[src/rtl/ahb_bus_arbiter_if.sv]
// ahb_bus_arbiter_if: request/grant and muxed transfer-control signals shared by the arbiter and its masters
interface ahb_bus_arbiter_if #(
  parameter int NUM_MASTERS = 4,
  parameter int MIDX_W = 2
);
  logic [NUM_MASTERS-1:0] HBUSREQ;
  logic [NUM_MASTERS-1:0] HLOCK;
  logic [1:0] HTRANS;
  logic [2:0] HBURST;
  logic HREADY;
  logic [NUM_MASTERS-1:0] HGRANT;
  logic [MIDX_W-1:0] HMASTER;
  logic HMASTLOCK;
  logic [NUM_MASTERS-1:0] sync_grant;
  modport master (
    output HBUSREQ, HLOCK, HTRANS, HBURST, HREADY,
    input HGRANT, HMASTER, HMASTLOCK, sync_grant
  );
  modport slave (
    input HBUSREQ, HLOCK, HTRANS, HBURST, HREADY,
    output HGRANT, HMASTER, HMASTLOCK, sync_grant
  );
endinterface

[src/rtl/ahb_bus_arbiter.sv]
// ahb_bus_arbiter: round-robin AHB-Lite arbiter that never splits fixed-length bursts
module ahb_bus_arbiter #(
  parameter int NUM_MASTERS = 4,
  parameter int DEFAULT_MASTER = 0,
  parameter int MIDX_W = 2
) (
  input logic HCLK,
  input logic HRESETn,
  ahb_bus_arbiter_if.slave bus
);
  localparam logic [1:0] IDLE = 2'd0, BUSY = 2'd1, NONSEQ = 2'd2, SEQ = 2'd3;
  localparam logic [2:0] SINGLE = 3'd0, INCR = 3'd1;
  localparam logic [MIDX_W-1:0] DEF = MIDX_W'(DEFAULT_MASTER);
  logic [MIDX_W-1:0] gnt, gnt_nxt, rr, rr_nxt, hm;
  logic [4:0] cnt, cnt_nxt, fixed_len;
  logic hml, arb_ok, owner_req, owner_lock;
  // HBURST[2:1] selects 4/8/16 beats; SINGLE and INCR have no fixed tail to protect
  always_comb fixed_len = bus.HBURST[2:1] == 2'd1 ? 5'd3 :
                          bus.HBURST[2:1] == 2'd2 ? 5'd7 :
                          bus.HBURST[2:1] == 2'd3 ? 5'd15 : 5'd0;
  always_comb cnt_nxt = !bus.HREADY ? cnt :
                        bus.HTRANS == NONSEQ ? fixed_len :
                        bus.HTRANS == SEQ && cnt != 5'd0 ? cnt - 5'd1 :
                        bus.HTRANS == IDLE ? 5'd0 : cnt;
  always_comb owner_req = bus.HBUSREQ[gnt];
  always_comb owner_lock = bus.HLOCK[gnt];
  always_comb arb_ok = bus.HREADY && (
    ((bus.HTRANS == IDLE || bus.HTRANS == BUSY) && cnt == 5'd0) ||
    (bus.HTRANS == NONSEQ && bus.HBURST == SINGLE) ||
    (bus.HTRANS == SEQ && cnt == 5'd1) ||
    (bus.HTRANS != BUSY && bus.HBURST == INCR));
  // descending scan so the nearest requester after rr wins; owner itself comes last
  always_comb begin
    gnt_nxt = gnt;
    rr_nxt = rr;
    if (arb_ok && !(owner_req && (owner_lock || bus.HBURST == INCR))) begin
      gnt_nxt = DEF;
      for (int k = NUM_MASTERS; k >= 1; k--) begin
        if (bus.HBUSREQ[MIDX_W'((int'(rr) + k) % NUM_MASTERS)]) begin
          gnt_nxt = MIDX_W'((int'(rr) + k) % NUM_MASTERS);
          rr_nxt = MIDX_W'((int'(rr) + k) % NUM_MASTERS);
        end
      end
    end
  end
  always_ff @(posedge HCLK or negedge HRESETn) begin
    if (!HRESETn) begin
      gnt <= DEF;
      rr <= DEF;
      cnt <= 5'd0;
      hm <= DEF;
      hml <= 1'b0;
    end else begin
      gnt <= gnt_nxt;
      rr <= rr_nxt;
      cnt <= cnt_nxt;
      if (bus.HREADY) begin
        hm <= gnt;
        hml <= owner_lock;
      end
    end
  end
  assign bus.HGRANT = NUM_MASTERS'(1) << gnt;
  assign bus.sync_grant = NUM_MASTERS'(1) << hm;
  assign bus.HMASTER = hm;
  assign bus.HMASTLOCK = hml;
endmodule

[src/flat_wrapper.sv]
// flat-port wrapper written by rule: the top's interface ports become plain ports
module ahb_bus_arbiter_flat 
#(
  parameter int NUM_MASTERS = 4,
  parameter int DEFAULT_MASTER = 0,
  parameter int MIDX_W = 2
)
  (HCLK, HRESETn, bus_HBUSREQ, bus_HLOCK, bus_HTRANS, bus_HBURST, bus_HREADY, bus_HGRANT, bus_HMASTER, bus_HMASTLOCK, bus_sync_grant);
  ahb_bus_arbiter_if #(.NUM_MASTERS(NUM_MASTERS), .MIDX_W(MIDX_W)) bus_i ();
  input logic HCLK;
  input logic HRESETn;
  input wire logic [$bits(bus_i.HBUSREQ)-1:0] bus_HBUSREQ;
  input wire logic [$bits(bus_i.HLOCK)-1:0] bus_HLOCK;
  input wire logic [$bits(bus_i.HTRANS)-1:0] bus_HTRANS;
  input wire logic [$bits(bus_i.HBURST)-1:0] bus_HBURST;
  input wire logic [$bits(bus_i.HREADY)-1:0] bus_HREADY;
  output wire logic [$bits(bus_i.HGRANT)-1:0] bus_HGRANT;
  output wire logic [$bits(bus_i.HMASTER)-1:0] bus_HMASTER;
  output wire logic [$bits(bus_i.HMASTLOCK)-1:0] bus_HMASTLOCK;
  output wire logic [$bits(bus_i.sync_grant)-1:0] bus_sync_grant;
  assign bus_i.HBUSREQ = bus_HBUSREQ;
  assign bus_i.HLOCK = bus_HLOCK;
  assign bus_i.HTRANS = bus_HTRANS;
  assign bus_i.HBURST = bus_HBURST;
  assign bus_i.HREADY = bus_HREADY;
  assign bus_HGRANT = bus_i.HGRANT;
  assign bus_HMASTER = bus_i.HMASTER;
  assign bus_HMASTLOCK = bus_i.HMASTLOCK;
  assign bus_sync_grant = bus_i.sync_grant;
  ahb_bus_arbiter #(.NUM_MASTERS(NUM_MASTERS), .DEFAULT_MASTER(DEFAULT_MASTER), .MIDX_W(MIDX_W)) u_core (.HCLK(HCLK), .HRESETn(HRESETn), .bus(bus_i));
endmodule
[config.mk]
export PLATFORM = sky130hd
export DESIGN_NAME = ahb_bus_arbiter_flat
export DESIGN_NICKNAME = d
export VERILOG_FILES = /design/src/rtl/ahb_bus_arbiter_if.sv /design/src/rtl/ahb_bus_arbiter.sv /design/src/flat_wrapper.sv
export SDC_FILE = /design/constraint.sdc
export NUM_CORES = 1
export LEC_CHECK = 0
export CAP_MARGIN = 20
export CELL_PAD_IN_SITES_DETAIL_PLACEMENT = 2
export CELL_PAD_IN_SITES_GLOBAL_PLACEMENT = 2
export CORE_ASPECT_RATIO = 0.75
export CORE_MARGIN = 4
export CORE_UTILIZATION = 26
export CTS_BUF_LIST = sky130_fd_sc_hd__clkbuf_8
export DETAILED_ROUTE_END_ITERATION = 6
export MAX_ROUTING_LAYER = met4
export PLACE_DENSITY = 0.81
export RECOVER_POWER = 100
export SLEW_MARGIN = 20
export SYNTH_ARGS = -nofsm -noshare
export SYNTH_HDL_FRONTEND = slang
export SYNTH_SLANG_ARGS = --single-unit
export TNS_END_PERCENT = 5
[constraint.sdc]
create_clock -name HCLK -period 1.6 [get_ports HCLK]
set_input_delay 0.32 -clock HCLK [delete_from_list [all_inputs] [get_ports HCLK]]
set_output_delay 0.32 -clock HCLK [all_outputs]
set_load 0.01 [all_outputs]
# After elaboration in Yosys (flattened, before gate mapping)
# Index checks and enable logic that the tools add are counted.
# totals
reg_bits	12
in_bits	16
output_inout_bits	11
elab_cells	78
# op_classes
order_cmp	5
add_sub_neg	5
mux	30
n_shift	2
n_reduce_logical	22
eq_ne	9
# ops
cell	count
5-bit two-way mux	5
2-bit by 4-bit less-than comparator with 1-bit output, second input constant	4
2-bit two-way mux	8
1-bit binary-select mux with 2-bit select	6
1-bit two-way mux	10
2-bit equality test, second input constant	4
1-bit logical AND	8
1-bit by 2-bit left shift with 4-bit output, first input constant	2
5-bit by 1-bit equality test with 1-bit output, second input constant	1
5-bit zero test	1
1-bit logical OR	5
5-bit nonzero test	1
5-bit by 1-bit subtractor with 5-bit output, second input constant	1
2-bit by 1-bit adder with 2-bit output, second input constant	2
2-bit adder, second input constant	2
2-bit by 1-bit equality test with 1-bit output, second input constant	2
4-bit two-way mux	1
2-bit AND reduction	2
4-bit nonzero test	1
3-bit by 1-bit equality test with 1-bit output, second input constant	1
3-bit zero test	1
2-bit by 3-bit less-than comparator with 1-bit output, second input constant	1
3-bit nonzero test	1
2-bit zero test	1
other kinds (2)	2

# Depth between registers and ports, before layout
# depth
word_depth	9
mapped_depth	7
mapped_depth_nobuf	7

# Least setup slack after synthesis
# No wires, ideal clock.
# synth_path
path_type	reg-to-reg
from	register u_core.gnt[0]
to	register u_core.gnt[0]
synth_period_minus_slack_ns	1.761
t_arrival_ns	1.634
required_time_ns	1.472
path_buffers	1
setup_time_ns	0.128
stages_incl_launch_ff	6
slack_ns	-0.161
path_cell_list	dfrtp_1 buf_6 mux4_2 o22a_4 nor2_2 mux2_1
# synth_via
elab_chain_len	6
word_cells_on_any_way	8
classes_between	4 x mux; 4 x reduce/logical
# synth_rtl
element	line_no	text
from (decl)	ahb_bus_arbiter.sv:14	logic [MIDX_W-1:0] gnt, gnt_nxt, rr, rr_nxt, hm;
from (signal assigned)	ahb_bus_arbiter.sv:54	gnt <= gnt_nxt;
1-bit binary-select mux with 2-bit select	ahb_bus_arbiter.sv:26	always_comb owner_lock = bus.HLOCK[gnt];
1-bit two-way mux (implied by the code)	ahb_bus_arbiter.sv:26	
1-bit logical OR	ahb_bus_arbiter.sv:36	if (arb_ok && !(owner_req && (owner_lock || bus.HBURST == INCR))) begin
1-bit logical AND *	ahb_bus_arbiter.sv:36	
1-bit zero test *	ahb_bus_arbiter.sv:36	
1-bit logical AND *	ahb_bus_arbiter.sv:36	
# Mark *: on every way between the ends. The rest lies on a longest branch, timed or not. The select of a mux whose other input is x is not followed.
# A chain may end at the register's enable or synchronous reset.

# Worst setup path after layout
# layout_path
from	register u_core.gnt[0]
to	register u_core.gnt[1]
# The elaborated chain is that of the path after synthesis.

==> results by group <==
STA
  • Worst slew margin relative to its limit: between 50 and 60%
  • Setup total negative slack: -0.731 ns
  • Final number of setup-violating endpoints: 9
  • Fin crit period: about 1.8 ns
  • Unrepaired setup endpoints after global routing: yes
  • Count of endpoints failing hold in the final timing report: 0
  • Setup slack of the critical path after layout: -0.202 ns
  • Skew final: 0.00182 ns
  • Smallest hold slack: 0.502 ns
  • Slew Limit Fails: 0
  • Transition time of the tightest slew-check pin: 0.714 ns
  • Max Freq: 555 MHz
  • Final period utilization: 113%

Power and ir drop
  • Static leakage: a little over 0.7 nW
  • Power per unit of standard cell area: 1410 nW/um2
  • Internal power: 1.32 mW
  • Clk pwr share: 15.9%
  • Part of the power in registers: 27.1%
  • Overall power consumption: 2.23 mW
  • Switching power: around 0.91 mW
  • Net switching share of the total power: 41.0%
  • Fraction of power consumed by combinational cells: 57.0%
  • Worst IR drop on VDD: between 0.0004 and 0.0005 V

Hold path
  • Worst min-delay path class: flip-flop to flip-flop

Finish
  • Fraction of final layout cells with drive strength greater than 1: between 20% and 30%
  • Final core utilization: 42.9%
  • FF+latch area: slightly above 300 um2
  • Commonest cells after routing, fill and taps aside: buf_4, clkdlybuf4s50_1, nor2_1, nand2_1, dfrtp_1
  • Number of antenna repair diodes: 0
  • Area of combinational cells with multiple inputs: 658 um2
  • # fillers: 423
  • Layout Area Growth over Synthesis: 58.1%
  • Final-stage net count: 188
  • Most common library cell in the layout ignoring fill and taps: buf_4
  • Final design area excluding fillers: 1580 um2

Synth
  • Net count after synthesis: 137
  • Simple-gate portion of the synthesized area: 21.3%
  • Adder-cell area share of the yosys netlist: 4.76%
  • Number of synthesized flops with an enable pin: 0
  • Avg Synthesized Cell Area: 8.46 um2
  • Main flop type after synthesis: dfrtp_1
  • Number of cells produced by synthesis: about 120
  • Yosys warns: 0
  • Sequential element share of the synthesized area: 30.1%
  • Main combinational cell family by area after synthesis: compound AO/OA/AOI/OAI gates
  • Area share of xor/xnor cells in the synthesized design: 0.877%
  • Area of the mapped netlist: 998 um2
  • Number of storage elements in the synthesis netlist: 12
  • Post-synth ARST share: 100%
  • Distinct cell type count of the synthesized netlist: 46
  • Fraction of the mapped netlist area in compound gates: 28.1%
  • Multiplexer fraction of the synthesized cell area: 8.77%

Clock network
  • Worst skew pair latency: 0.26 ns
  • Clock buffers created by TritonCTS: 3
  • CTS clock-pin slew for the worst setup and hold paths: approximately 0.06 ns
  • CTS sink cnt: 12
  • Total number of H-tree levels: 1
  • TritonCTS clock tree: done
  • Post-CTS setup buffer count: 0
  • Number of buffers between clock root and the deepest sink: 2
  • Hold bufs inserted after CTS: 0
  • Clock root buffer: clkbuf_8

Global route
  • First-pass GRT wire length: 6230 um
  • Initial antenna violation count: 0
  • Global router's overall resource usage: 17.8%
  • Global route overflow: 0
  • Via count of the first global-routing pass: 1185
  • Maximum number of pins on one net before global-route repair: 13

Drt
  • DR DRC count: 0
  • DR vias/cell: 5.14
  • Drt wl/cell: 18.6 um
  • Number of iterations in the first detailed-routing pass: 4
  • Total number of vias: 1130
  • DRT Wirelength: 4090 um
  • Residual antenna-violating net count after detailed routing: 0
  • Violation count after the first detailed-route iteration: 27

Floorplanning
  • Starting Density: 27.1%
  • I/O pin cnt: 27
  • Core area: about 3700 um2
  • Die Span X: approximately 80 um
  • Standard-cell row count: 19
  • Die Outline Area: 4910 um2
  • DIE HEIGHT: 61.7 um

Critical path
  • Category of the worst setup path capture point: flip-flop
  • Critical Path Start Type: flip-flop
  • Required time reported for the critical path endpoint: 1.74 ns
  • Critical-path maximum fanout: 4
  • Crit Path Category: flip-flop to flip-flop
  • Worst endpoint data arrival time: 1.94 ns

Placement
  • Placed standard-cell area: 1500 um2
  • Final RePlAce weighted congestion: between 0.8 and 0.9
  • Sum of net half-perimeters after detailed placement: 3140 um
  • Port Buffers: 26

Run status
  • Failing checks: negative setup slack
  • Result of the run: finished, violations left

Flow run
  • Max-cap violations: 0
[per-layer routing]
metal | GRT usage (%) | wire [um] | vias up | part of all wire (%)
met5 | - | 0 | - | 0
met4 | 7.35 | 93 | 0 | 2.3
met3 | 3.51 | 182 | 6 | 4.4
met2 | 31.4 | 2020 | 32 | 49
met1 | 20.2 | 1790 | 564 | 44
li1 | - | - | 528 | -
[flip-flops by register name (all words and copies together) (netlist names)]
name	flops
u_core.bus.HMASTER	2
u_core.gnt	2
u_core.bus.HMASTLOCK	1
u_core.cnt	5
u_core.rr	2
[layout make-up]
class                   count  area share, %
flip-flops and latches     12           19.3
well taps                  52           4.12
repair buffers             53           29.8
clock buffers               4           3.49
inverters                   7           1.66
multi-input cells          92           41.7
[final timing paths]
path	endpoint	from	cells after the start	slack (ns)
max in group asynchronous	u_core.bus.HMASTER[0]	HRESETn	2	0.48
min in group asynchronous	u_core.bus.HMASTER[1]	HRESETn	2	0.63
worst max register to register	u_core.gnt[1]	u_core.gnt[0]	4	-0.20
worst min register to register	u_core.bus.HMASTLOCK	u_core.bus.HMASTLOCK	1	0.50
worst min-delay path	u_core.bus.HMASTLOCK	u_core.bus.HMASTLOCK	1	0.50
worst max-delay path	u_core.gnt[1]	u_core.gnt[0]	4	-0.20
[timing repair]
action                                  CTS  global route
gates resized for setup                  11            14
gates cloned                              0             0
pin swaps                                 1             0
endpoints found under the setup margin   14            14
[synthesized netlist by cell type, types with 2 or more instances]
| cell type | count | area share [%] |
|---|---|---|
| inv_1 | 6 | 2.3 |
| nor2b_1 | 7 | 4.4 |
| a21oi_1 | 6 | 3.0 |
| nor2_1 | 10 | 3.8 |
| and2_1 | 3 | 1.9 |
| clkbuf_1 | 5 | 1.9 |
| o21ai_0 | 9 | 4.5 |
| nand2b_1 | 2 | 1.3 |
| o21a_1 | 2 | 1.5 |
| nand2_1 | 10 | 3.8 |
| mux2i_1 | 2 | 2.0 |
| a41oi_1 | 2 | 1.8 |
| ha_1 | 3 | 3.8 |
| dfrtp_1 | 12 | 30 |
| nor3_1 | 2 | 1.0 |
| nor4_1 | 2 | 1.3 |
| mux2_1 | 3 | 3.4 |
| o22ai_1 | 3 | 1.9 |
| nand3_1 | 2 | 1.0 |
[worst max-delay path, cell delays in order, from the launching register on]
cell     delay [ns]
dfrtp_2        0.42
mux4_2         0.53
o22a_4         0.28
nor2_4         0.13
mux2_4         0.32
[through the flow]
stage	cells	setup WS [ns]
CTS	220	-0.223
global route	220	-0.242
detailed placement	216	-0.534
global placement	216	-0.467
floorplan	118	-0.144
finish	220	-0.202
[logic make-up after synthesis]
logic type                 Yosys count
and+or+nand+nor                     42
AOI/OAI and AO/OA                   38
buffers and inverters               14
DFF                                 12
muxes                                7
adders and majority gates            4
xor gates and xnor gates             1
[power groups by stage]
stage / Sequential [mW] / Combinational, mW / Clock, mW
2_1_floorplan: 0.532 / 0.693 / 0
4_1_cts: 0.591 / 1.23 / 0.360
5_1_grt: 0.625 / 1.38 / 0.366
3_3_place_gp: 0.567 / 1.19 / 0
6_report: 0.603 / 1.27 / 0.355
3_5_place_dp: 0.587 / 1.28 / 0
No activity file was read; power rests on OpenSTA's default activity.
==> RTL change 1 (config.mk and constraints unchanged) <==
Reset style: synchronous (`HRESETn`), changed in one clocked block.
--- a/src/rtl/ahb_bus_arbiter.sv
+++ b/src/rtl/ahb_bus_arbiter.sv
@@ -44,5 +44,5 @@
     end
   end
-  always_ff @(posedge HCLK or negedge HRESETn) begin
+  always_ff @(posedge HCLK) begin
     if (!HRESETn) begin
       gnt <= DEF;
Function: differs if HRESETn is asserted again (counterexample within 4 cycles, from zero or initial values and one cycle with HRESETn low); with HRESETn held inactive, the same outputs for 4 cycles.
==> RTL change 1 against the unedited design <==
Die area increased by 1.2%. Routed wire length is 8.7% higher. Critical path type unchanged. Final area is 1.0% higher. Area after synthesis increased by 1.4%. Worst setup slack better by 240 ps. Sequential cell count unchanged. Global-route usage rose by 1.4 points.
Power is not compared: it rests on default switching activity, and its combinational part moved more than twofold at a synthesized area within 25%.
==> RTL change 1: results (changes against the unedited design) <==
| Metric | Value |
|---|---|
| Status | completed (was finished with violations) |
| Via density | 5.19 (was 5.14) |
| 1st-pass router iterations | 2 (was 4) |
| Critical Path AT | 1690 ps (was 1940 ps) |
| Worst reg-to-reg setup slack | 30 ps (was -200 ps) |
| Sequential area share after synthesis | 0.237 (was 0.301) |
| DP Wirelength | 3.42 mm (was 3.14 mm) |
| DR WL/cell | 19.6 µm (was 18.6 µm) |
| Max Root-Sink Buffers | 2 (unchanged) |
| Final Skew | 0.924 ps (was 1.82 ps) |
| Worst slew margin | 0.781 (was 0.524) |
| Cell variety after synth | 44 (was 46) |
| Mux cell area share after synthesis | 0.147 (was 0.0877) |
| Primary FF master, synth | dfxtp_1 (was dfrtp_1) |
| Gr usage total | 0.192 (was 0.178) |
| DR iter-0 viols | 48 (was 27) |
| Final hold slack | 560 ps (was 502 ps) |
| Avg Inst Size Synth | 8.03 µm² (was 8.46 µm²) |
| Skew-Pair Late Insertion Delay | 240 ps (was 260 ps) |
| Synth Area in Adders | 0.0470 (was 0.0476) |
| First-pass GRT wire length | 6.87 mm (was 6.23 mm) |
| Commonest cells post-synth | nand2_1 (13), dfxtp_1 (12), mux2i_1 (10), nor2b_1 (10) (was dfrtp_1 (12), nand2_1 (10), nor2_1 (10), o21ai_0 (9), nor2b_1 (7)) |
| Routed WL | 4.45 mm (was 4.09 mm) |
| Vias in the first global route | 1362 (was 1185) |
| Syn Nets | 145 (was 137) |
| Share of cells above drive strength 1 | 0.286 (was 0.262) |
| Final Wtd Congestion | 0.811 (was 0.845) |
| Post-Synth XOR/XNOR Area | 0.00865 (was 0.00877) |
| Initial antenna violation count | 0 (unchanged) |
| Largest delay share family, worst path | multiplexers (unchanged) |
| Final nets | 195 (was 188) |
| Top post-synthesis cells by area | dfxtp_1 (24%), mux2i_1 (9.9%), nor2b_1 (6.2%) (was dfrtp_1 (30%), o21ai_0 (4.5%), nor2b_1 (4.4%)) |
| PortBufs | 26 (unchanged) |
| Synth Area in Compound Gates | 0.229 (was 0.281) |
| Ys async rst share | 0 (was 1.00) |
==> RTL change 1: layer usage <==
metal | vias to the layer above | track usage | share of wire
met4 | 0 | 0.0867 | 0.027
met1 | 580 | 0.202 | 0.43
met2 | 31 | 0.355 | 0.50
met3 | 13 | 0.0418 | 0.038
li1 | 553 | - | -
met5 | - | - | 0
==> RTL change 1: worst paths after layout <==
path | startpoint | end | cells after the start
hold reg to reg | u_core.cnt[1] | u_core.cnt[1] | 2
hold / removal | u_core.cnt[1] | u_core.cnt[1] | 2
setup / recovery | u_core.gnt[0] | u_core.rr[1] | 5
setup reg to reg | u_core.gnt[0] | u_core.rr[1] | 5
==> RTL change 1: cell families after synthesis <==
| group | after synthesis |
|---|---|
| buffers and inverters | 18 |
| AOI/OAI and AO/OA | 33 |
| DFF | 12 |
| and+or+nand+nor | 46 |
| adders and majority gates | 4 |
| muxes | 12 |
| xor gates and xnor gates | 1 |
==> RTL change 1: cell type report <==
class	instances	area, µm²
clock buffers	4	55.1
well taps	52	65.1
flip-flops and latches	12	244
fillers	432	2110
inverters	8	30.0
multi-input cells	96	736
repair buffers	55	465
==> RTL change 1: timing repair <==
item / in CTS / in global routing
gates cloned: 0 / 0
setup endpoints to repair: 17 / 11
pin swaps: 4 / 6
endpoints found under the hold margin: 0 / 0
hold buffers: 0 / 0
resized for setup: 23 / 14
==> RTL change 1: power breakdown <==
part / switching (W) / internal [W]
Clock: 0.000121 / 0.000218
Sequential: 0.0000247 / 0.000317
Combinational: 0.000183 / 0.000188
Total: 0.000329 / 0.000724
==> RTL change 1: worst reg2reg max path: stages, from the launching register on <==
cell,delay (ps)
dfxtp_2,350
mux4_2,520
a21o_1,180
nand2_2,100
nand4_1,150
mux2i_1,150
==> RTL change 1: per-stage QoR <==
stage	total power, W	setup WS, ps	instance area, µm²	TNS [ps]
floorplan	0.000523	23.5	1010	0
global placement	0.000677	-358	1500	-1820
detailed placement	0.000708	-524	1500	-2910
CTS	0.00105	-2.98	1570	-2.98
global route	0.00111	-27.2	1600	-102
finish	0.00105	34.3	1600	0
==> RTL change 2 (config.mk and constraints unchanged) <==
Made on the original files. `NUM_MASTERS` is set to 4 in 3 places; all go to 5.
--- a/src/rtl/ahb_bus_arbiter_if.sv
+++ b/src/rtl/ahb_bus_arbiter_if.sv
@@ -1,5 +1,5 @@
 // ahb_bus_arbiter_if: request/grant and muxed transfer-control signals shared by the arbiter and its masters
 interface ahb_bus_arbiter_if #(
-  parameter int NUM_MASTERS = 4,
+  parameter int NUM_MASTERS = 5,
   parameter int MIDX_W = 2
 );
--- a/src/rtl/ahb_bus_arbiter.sv
+++ b/src/rtl/ahb_bus_arbiter.sv
@@ -1,5 +1,5 @@
 // ahb_bus_arbiter: round-robin AHB-Lite arbiter that never splits fixed-length bursts
 module ahb_bus_arbiter #(
-  parameter int NUM_MASTERS = 4,
+  parameter int NUM_MASTERS = 5,
   parameter int DEFAULT_MASTER = 0,
   parameter int MIDX_W = 2
--- a/src/flat_wrapper.sv
+++ b/src/flat_wrapper.sv
@@ -2,5 +2,5 @@
 module ahb_bus_arbiter_flat 
 #(
-  parameter int NUM_MASTERS = 4,
+  parameter int NUM_MASTERS = 5,
   parameter int DEFAULT_MASTER = 0,
   parameter int MIDX_W = 2
Interface: changed (resized bus_HBUSREQ, bus_HGRANT, bus_HLOCK and bus_sync_grant); port bits go from 27 to 31. The function was not compared with the original's and may differ.
==> RTL change 2 against the unedited design <==
The flow still finishes with violations (negative setup slack). Worst setup slack worse by 140 ps. Critical path type unchanged. Sequential cell count unchanged. Routed wire length grew 34%. Total power rose by 14%. Area after synthesis up 15%. Final area is 18% higher. Via count rose by 13%.
==> RTL change 2: results (changes against the unedited design) <==
| Metric | Value |
|---|---|
| Filler cells | 472 (was 423) |
| Routed WL | 5.48 mm (was 4.09 mm) |
| Gr usage total | 0.198 (was 0.178) |
| Hold Crit Depth | 1 (unchanged) |
| Sequential power | 0.000517 W (was 0.000603 W) |
| Postcts setup bufs | 1 (was 0) |
| Largest delay share family, worst path | flip-flops (was multiplexers) |
| Register-to-Register Path Depth | 7 (was 4) |
| 1st-pass router iterations | 4 (unchanged) |
| Cell leakage power | 0.847 nW (was 0.716 nW) |
| Share of cells above drive strength 1 | 0.421 (was 0.262) |
| Initial antenna violation count | 1 (was 0) |
| Clock group | 0.000292 W (was 0.000355 W) |
| Final Wtd Congestion | 0.811 (was 0.845) |
| Cell variety after synth | 47 (was 46) |
| CP max stage delay | 440 ps (was 530 ps) |
| Via density | 5.19 (was 5.14) |
| Top post-synthesis cells by area | dfrtp_1 (26%), ha_1 (9.8%), a21oi_1 (5.3%) (was dfrtp_1 (30%), o21ai_0 (4.5%), nor2b_1 (4.4%)) |
| Peak supply drop | 0.549 mV (was 0.490 mV) |
| Worst setup margin | -342 ps (was -202 ps) |
| DR iter-0 viols | 41 (was 27) |
| Net switching power | 0.00113 W (was 0.000914 W) |
| Bufs and invs on worst path | 1 (was 0) |
| Slowest CP cell | dfrtp_2 (was mux4_2) |
| Max Root-Sink Buffers | 2 (unchanged) |
| Vias in the first global route | 1418 (was 1185) |
| Worst slew margin | 0.477 (was 0.524) |
| Status | finished with violations (unchanged) |
| Critical Path AT | 2090 ps (was 1940 ps) |
| Largest Register | u_core.cnt (unchanged) |
| DP Wirelength | 3.83 mm (was 3.14 mm) |
| Root Buffer | clkbuf_8 (unchanged) |
| Final setup viols | 4 (was 9) |
| First-pass GRT wire length | 8.17 mm (was 6.23 mm) |
| Number of flip-flops under the largest register name | 5 (unchanged) |
| Failing checks | negative setup slack (unchanged) |
| Setup WS pre-CTS | -417 ps (was -534 ps) |
| Commonest cells post-synth | a21oi_1 (12), dfrtp_1 (12), nor2_1 (11), ha_1 (9) (was dfrtp_1 (12), nand2_1 (10), nor2_1 (10), o21ai_0 (9), nor2b_1 (7)) |
| Final nets | 218 (was 188) |
| Post-CTS Resized | 25 (was 11) |
| Skew-Pair Late Insertion Delay | 240 ps (was 260 ps) |
| Final Skew | 0.612 ps (was 1.82 ps) |
| PortBufs | 26 (unchanged) |
| Sequential area share after synthesis | 0.263 (was 0.301) |
| Primary FF master, synth | dfrtp_1 (unchanged) |
## RTL change 2: layout make-up
cell class                 count  share of cell area
multi-input combinational    105               0.488
timing repair buffer          61               0.268
sequential                    12               0.163
tap                           55              0.0369
clock buffer                   3              0.0221
inverter                       8              0.0188
clock inverter                 1             0.00201
antenna                        1             0.00134
## RTL change 2: final timing paths
check                                       end                 start  slack (ps)
setup / recovery                           flop                  flop        -340
hold / removal             u_core.bus.HMASTLOCK  u_core.bus.HMASTLOCK         590
min in group asynchronous         u_core.cnt[2]               HRESETn         690
hold reg to reg            u_core.bus.HMASTLOCK  u_core.bus.HMASTLOCK         590
max in group asynchronous          u_core.rr[1]               HRESETn         380
setup reg to reg                           flop                  flop        -340
## RTL change 2: through the flow
step           TNS [ps]  utilization  std cells  cell area [µm²]  power [W]
6_report           -939        0.449        246             1870    0.00255
5_1_grt           -1370        0.449        246             1870    0.00269
4_1_cts            -872        0.442        245             1840    0.00250
3_5_place_dp      -2250        0.415        240             1730    0.00208
3_3_place_gp      -1450        0.415        240             1730    0.00195
2_1_floorplan      -326            -        131             1190    0.00133
## RTL change 2: cells by family after synthesis
kind of cell,count (synthesis),synth area share
AND/OR/NAND/NOR,43,0.194
AO/OA/AOI/OAI,42,0.279
buffers and inverters,14,0.0602
flip-flops,12,0.263
adder cells (fa/ha/maj),9,0.0985
multiplexers,8,0.0952
other,1,0.00328
XOR/XNOR,1,0.00766
## RTL change 2: per-layer routing
| metal | vias up | global-route usage | share of wire |
|---|---|---|---|
| met4 | 0 | 0.0613 | 0.014 |
| li1 | 584 | - | - |
| met2 | 29 | 0.339 | 0.51 |
| met5 | - | - | 0 |
| met3 | 10 | 0.0414 | 0.029 |
| met1 | 654 | 0.236 | 0.44 |
